===== config.mk =====
export PLATFORM = sky130hd
export DESIGN_NAME = decompressor_input_sequencer
export DESIGN_NICKNAME = d
export VERILOG_FILES = /design/src/rtl/decompressor_input_sequencer.sv
export SDC_FILE = /design/constraint.sdc
export NUM_CORES = 1
export LEC_CHECK = 0
export BUFFER_PORTS_ARGS = -buffer_cell sky130_fd_sc_hd__buf_4
export CORE_ASPECT_RATIO = 0.75
export CORE_MARGIN = 3
export CORE_UTILIZATION = 35
export DETAILED_ROUTE_END_ITERATION = 6
export PLACE_DENSITY = 0.51
export SETUP_SLACK_MARGIN = 0.3
export SLEW_MARGIN = 20
export SYNTH_ARGS = -nofsm -noshare
export SYNTH_HDL_FRONTEND = slang
export SYNTH_SLANG_ARGS = --single-unit

===== constraint.sdc =====
create_clock -name clock -period 6.2 [get_ports clock]
set_clock_uncertainty 0.2 [all_clocks]
set_input_delay 1.86 -clock clock [delete_from_list [all_inputs] [get_ports clock]]
set_output_delay 1.86 -clock clock [all_outputs]
set_load 0.02 [all_outputs]

===== src/rtl/decompressor_input_sequencer.sv =====
// Feeds a decompressor from a control-byte stream and a payload byte stream,
// issuing one literal or copy item at a time under dec_busy flow control.
module decompressor_input_sequencer #(
    parameter int unsigned COUNT_WIDTH = 16
) (
    input  logic                   clock,
    input  logic                   reset,
    input  logic                   start,
    input  logic [COUNT_WIDTH-1:0] item_count,
    input  logic [7:0]             cw_byte,
    input  logic                   cw_valid,
    output logic                   cw_ready,
    input  logic [7:0]             data_byte,
    input  logic                   data_valid,
    output logic                   data_ready,
    output logic [15:0]            dec_data_in,
    output logic                   dec_control_word_in,
    output logic                   dec_data_in_valid,
    input  logic                   dec_busy,
    output logic                   seq_busy,
    output logic                   done
);

    typedef enum logic [2:0] {
        ST_IDLE,
        ST_LOAD_CW,
        ST_LOAD_B0,
        ST_LOAD_B1,
        ST_ISSUE,
        ST_GUARD,
        ST_WAIT,
        ST_DONE
    } state_t;

    state_t                 state_q, state_d;
    logic [COUNT_WIDTH-1:0] count_q, count_d;
    logic [COUNT_WIDTH-1:0] idx_q, idx_d;
    logic [COUNT_WIDTH-1:0] idx_inc;
    logic [7:0]             cw_q, cw_d;
    logic [7:0]             b0_q, b0_d;
    logic [7:0]             b1_q, b1_d;
    logic [15:0]            out_data_q, out_data_d;
    logic                   out_ctrl_q, out_ctrl_d;
    logic                   cur_bit;

    // Control bits are consumed MSB-first, one per item.
    assign cur_bit = cw_q[3'd7 - idx_q[2:0]];
    // idx_q never exceeds count_q-1, so the increment cannot wrap.
    assign idx_inc = idx_q + COUNT_WIDTH'(1);

    assign seq_busy = (state_q != ST_IDLE);
    assign done     = (state_q == ST_DONE);

    always_ff @(posedge clock) begin
        if (reset) begin
            state_q    <= ST_IDLE;
            count_q    <= '0;
            idx_q      <= '0;
            cw_q       <= '0;
            b0_q       <= '0;
            b1_q       <= '0;
            out_data_q <= '0;
            out_ctrl_q <= 1'b0;
        end else begin
            state_q    <= state_d;
            count_q    <= count_d;
            idx_q      <= idx_d;
            cw_q       <= cw_d;
            b0_q       <= b0_d;
            b1_q       <= b1_d;
            out_data_q <= out_data_d;
            out_ctrl_q <= out_ctrl_d;
        end
    end

    always_comb begin
        state_d             = state_q;
        count_d             = count_q;
        idx_d               = idx_q;
        cw_d                = cw_q;
        b0_d                = b0_q;
        b1_d                = b1_q;
        out_data_d          = out_data_q;
        out_ctrl_d          = out_ctrl_q;
        cw_ready            = 1'b0;
        data_ready          = 1'b0;
        dec_data_in_valid   = 1'b0;
        dec_data_in         = out_data_q;
        dec_control_word_in = out_ctrl_q;

        case (state_q)
            ST_IDLE: begin
                if (start) begin
                    if (item_count != '0) begin
                        count_d = item_count;
                        idx_d   = '0;
                        state_d = ST_LOAD_CW;
                    end else begin
                        state_d = ST_DONE;
                    end
                end
            end
            ST_LOAD_CW: begin
                cw_ready = 1'b1;
                if (cw_valid) begin
                    cw_d    = cw_byte;
                    state_d = ST_LOAD_B0;
                end
            end
            ST_LOAD_B0: begin
                data_ready = 1'b1;
                if (data_valid) begin
                    b0_d    = data_byte;
                    state_d = cur_bit ? ST_LOAD_B1 : ST_ISSUE;
                end
            end
            ST_LOAD_B1: begin
                data_ready = 1'b1;
                if (data_valid) begin
                    b1_d    = data_byte;
                    state_d = ST_ISSUE;
                end
            end
            ST_ISSUE: begin
                // Outputs pass the new item through in the issue cycle and
                // hold it afterwards from the registered copy.
                if (!dec_busy) begin
                    out_data_d          = cur_bit ? {b0_q, b1_q} : {8'h00, b0_q};
                    out_ctrl_d          = cur_bit;
                    dec_data_in_valid   = 1'b1;
                    dec_data_in         = out_data_d;
                    dec_control_word_in = out_ctrl_d;
                    state_d             = ST_GUARD;
                end
            end
            ST_GUARD: begin
                state_d = ST_WAIT;
            end
            ST_WAIT: begin
                if (!dec_busy) begin
                    idx_d = idx_inc;
                    if (idx_inc == count_q) begin
                        state_d = ST_DONE;
                    end else if (idx_inc[2:0] == 3'd0) begin
                        state_d = ST_LOAD_CW;
                    end else begin
                        state_d = ST_LOAD_B0;
                    end
                end
            end
            ST_DONE: begin
                state_d = ST_IDLE;
            end
            default: begin
                state_d = ST_IDLE;
            end
        endcase
    end

endmodule


==> results.txt <==
asr flop ratio synth: 0
Die Y: 97.24 um
worst-path cell with the longest stage delay: or3_1
vias in the first global route: 3124
clk slew on worst S/H paths: 0.05 ns
Pleak: 1.859 nW
commonest cells after routing, fill and taps aside: 76 x dfxtp_1, 73 x nand2_1, 62 x buf_4, 47 x nor2_1, 37 x a21oi_1
post-DR vias/cell: 5.089
cts-stage hold buffer count: 0
area of the core: 10530 um^2
period utilisation layout: 0.8800
CTS Root Cell: clkbuf_16
synthesized instance count: 481
relative slew slack: 0.3859
port buffer count: 59
Top FF cell, synth: dfxtp_1
Sink Count: 76
HP Start: b1_q[6]$_SDFFE_PP0P_
nets: 560
Worst path top cell family by delay: buffers and inverters
Synth Register Bits: 76
initial core utilization: 0.3689
Buffers & Inverters on Critical Path: 4
status: complete, no violations
worst-case clock buffer depth: 2
DRC: 0
grt ovf: 0
Crit path arrival time: 3.40 ns
r2r worst-path depth: 6
pwr dens: 305.7 nW/um^2
Ports: 60
WL per Instance: 15.30 um
H-Tree Depth: 3
share of cells above drive strength 1: 0.1657
startpoint types: primary input
diode count: 0
r2r setup slk: 3.21 ns
CP Data Required Time: 4.14 ns
sequential area share after synthesis: 0.3916
Setup TNS Final: 0 ns
DRT iter0 DRCs: 225
post-CTS resize count: 0
Placed Cells: 645
Routability Congestion: 0.7962
Hold EP: b1_q[6]$_SDFFE_PP0P_
minimum clock period: 5.456 ns
final setup vio count: 0
Rows: 32
dpl hpwl: 7.265 mm
max_cap viols: 0
largest net degree at the start of global routing: 79
drt total wl: 10.11 mm
number of flops mapped to enable cells by yosys: 0
mean area per synthesized cell: 8.077 um^2
R2R Path Start: idx_q[1]$_SDFFE_PP0P_
Slew @ Worst Pin: 0.9032 ns
CTS tree: built
worst-path maximum fanout: 27
initial antenna violation count: 0
CTS Buf Count: 9
DR vias: 3364
unrepaired setup endpoints after global routing: no
die area: 12410 um^2
hold depth: 2
Skew-Pair Late Insertion Delay: 0.33 ns
Hold Crit Class: reg2reg
cell repeated most along the worst path: buf_4
DR pass1 iterations: 4
antenna-violating nets left: 0
total track usage: 0.1651
first-pass GRT wire length: 16.45 mm
P&R area growth vs syn: 20.10%
post-CTS setup buffers: 0
fin. max-slew vios: 0
Unique masters post-synth: 49
reg2reg end: out_data_q[0]$_SDFF_PP0_
commonest non-fill, non-tap cell in the layout: dfxtp_1
final hold violation count: 0
Post-Layout Cell Count: 661
syn nets: 521
Largest stage delay, worst path: 0.33 ns
die width: 127.7 um
Max VDD drop: 169.1 uV
worst-path cell chain: buf_4 -> nand2b_1 -> or3_1 -> buf_4 -> clkinv_1 -> nand2_1 -> o21ai_0 -> buf_4
fillers: 1067
Ys Warns: 0
crit end category: output port
fmax: 0.1833 GHz
critical path class: in2out
mapped cell area: 3885 um^2
tightest hold or removal path: stages, from the launching register on:
cell and delay, ns:
dfxtp_1 0.31, nand2_1 0.05, a21oi_1 0.05
cells by family (layout without fill, tap and decap cells):
family / Yosys count / count (layout) / synth area share
compound gates: 93 / 93 / 0.1356
xor+xnor: 18 / 18 / 0.04058
mux: 38 / 38 / 0.1047
fa+ha+maj: 2 / 2 / 0.006440
simple gates: 212 / 212 / 0.2741
flops: 76 / 76 / 0.3916
buf+inv: 42 / 86 / 0.04702
power by group:
group          total [W]  internal [W]  switching [W]
Sequential      0.000582      0.000530      0.0000517
Clock           0.000515      0.000312       0.000204
Combinational   0.000329      0.000140       0.000190
cell type report:
type	count	area [um^2]	share of cell area
sequential	76	1521	0.3261
tap	136	170.2	0.03647
clock inverter	6	65.06	0.01394
multi-input combinational	363	2185	0.4682
timing repair buffer	62	465.4	0.09976
inverter	8	30.03	0.006436
clock buffer	10	229.0	0.04907
through the flow:
step,hold slack (ns),area (um^2),utilization,power (W),setup slack [ns]
2_1_floorplan,0.2357,3885,-,0.0008227,0.8553
3_3_place_gp,0.2433,4372,0.4152,0.0009192,0.7953
3_5_place_dp,0.2523,4372,0.4152,0.0009227,0.7472
4_1_cts,0.2602,4666,0.4431,0.001444,0.7461
5_1_grt,0.2787,4666,0.4431,0.001510,0.5839
6_report,0.2588,4666,0.4431,0.001426,0.7440
state kept, by name (all words and copies together), names as in the netlist:
register and flops:
state_q 3, out_data_q 16, idx_q 16, cw_q 8
count_q 16, b0_q 8, out_ctrl_q 1, b1_q 8
how the worst max path moves through the flow:
| stage | from | cells past startpoint | to | slack [ns] |
|---|---|---|---|---|
| finish | dec_busy | 8 | dec_data_in[15] | 0.74 |
| CTS | dec_busy | 8 | dec_data_in[9] | 0.75 |
| global route | dec_busy | 8 | dec_data_in[15] | 0.58 |
| global placement | dec_busy | 8 | dec_data_in[8] | 0.80 |
| floorplan | dec_busy | 6 | dec_data_in[15] | 0.86 |
| detailed placement | dec_busy | 8 | dec_data_in[9] | 0.75 |
cell usage after synthesis (all sizes together), types with 2 or more instances:
cell type	count	area (um^2)
and3	7	43.79
mux2i	35	350.3
nor3	9	45.04
a211oi	2	15.01
or3	6	37.54
o31ai	4	30.03
mux4	2	45.04
nand4	7	50.05
clkbuf	19	71.32
nor2b	24	150.1
nand3b	2	15.01
nor2	47	176.4
or4	2	15.01
nand2	73	274.0
nor4	9	101.4
o22ai	3	18.77
xor2	6	52.55
nand3	13	65.06
nand2b	6	37.54
a31oi	3	18.77
ha	2	25.02
inv	7	26.28
nor3b	2	15.01
nand4b	2	17.52
dfxtp	76	1521
xnor2	12	105.1
o21ai	35	182.7
buf	15	81.32
and2	2	12.52
a21oi	37	185.2
routing by layer:
metal	wire length [um]	up-vias	track usage	part of all wire
met1	5424	1531	0.2627	0.54
li1	-	1751	-	-
met2	3986	80	0.2180	0.39
met3	677	2	0.04451	0.067
met5	0	-	0	0
met4	24	0	0.03426	0.0024
(Power assumes the default switching activity.)
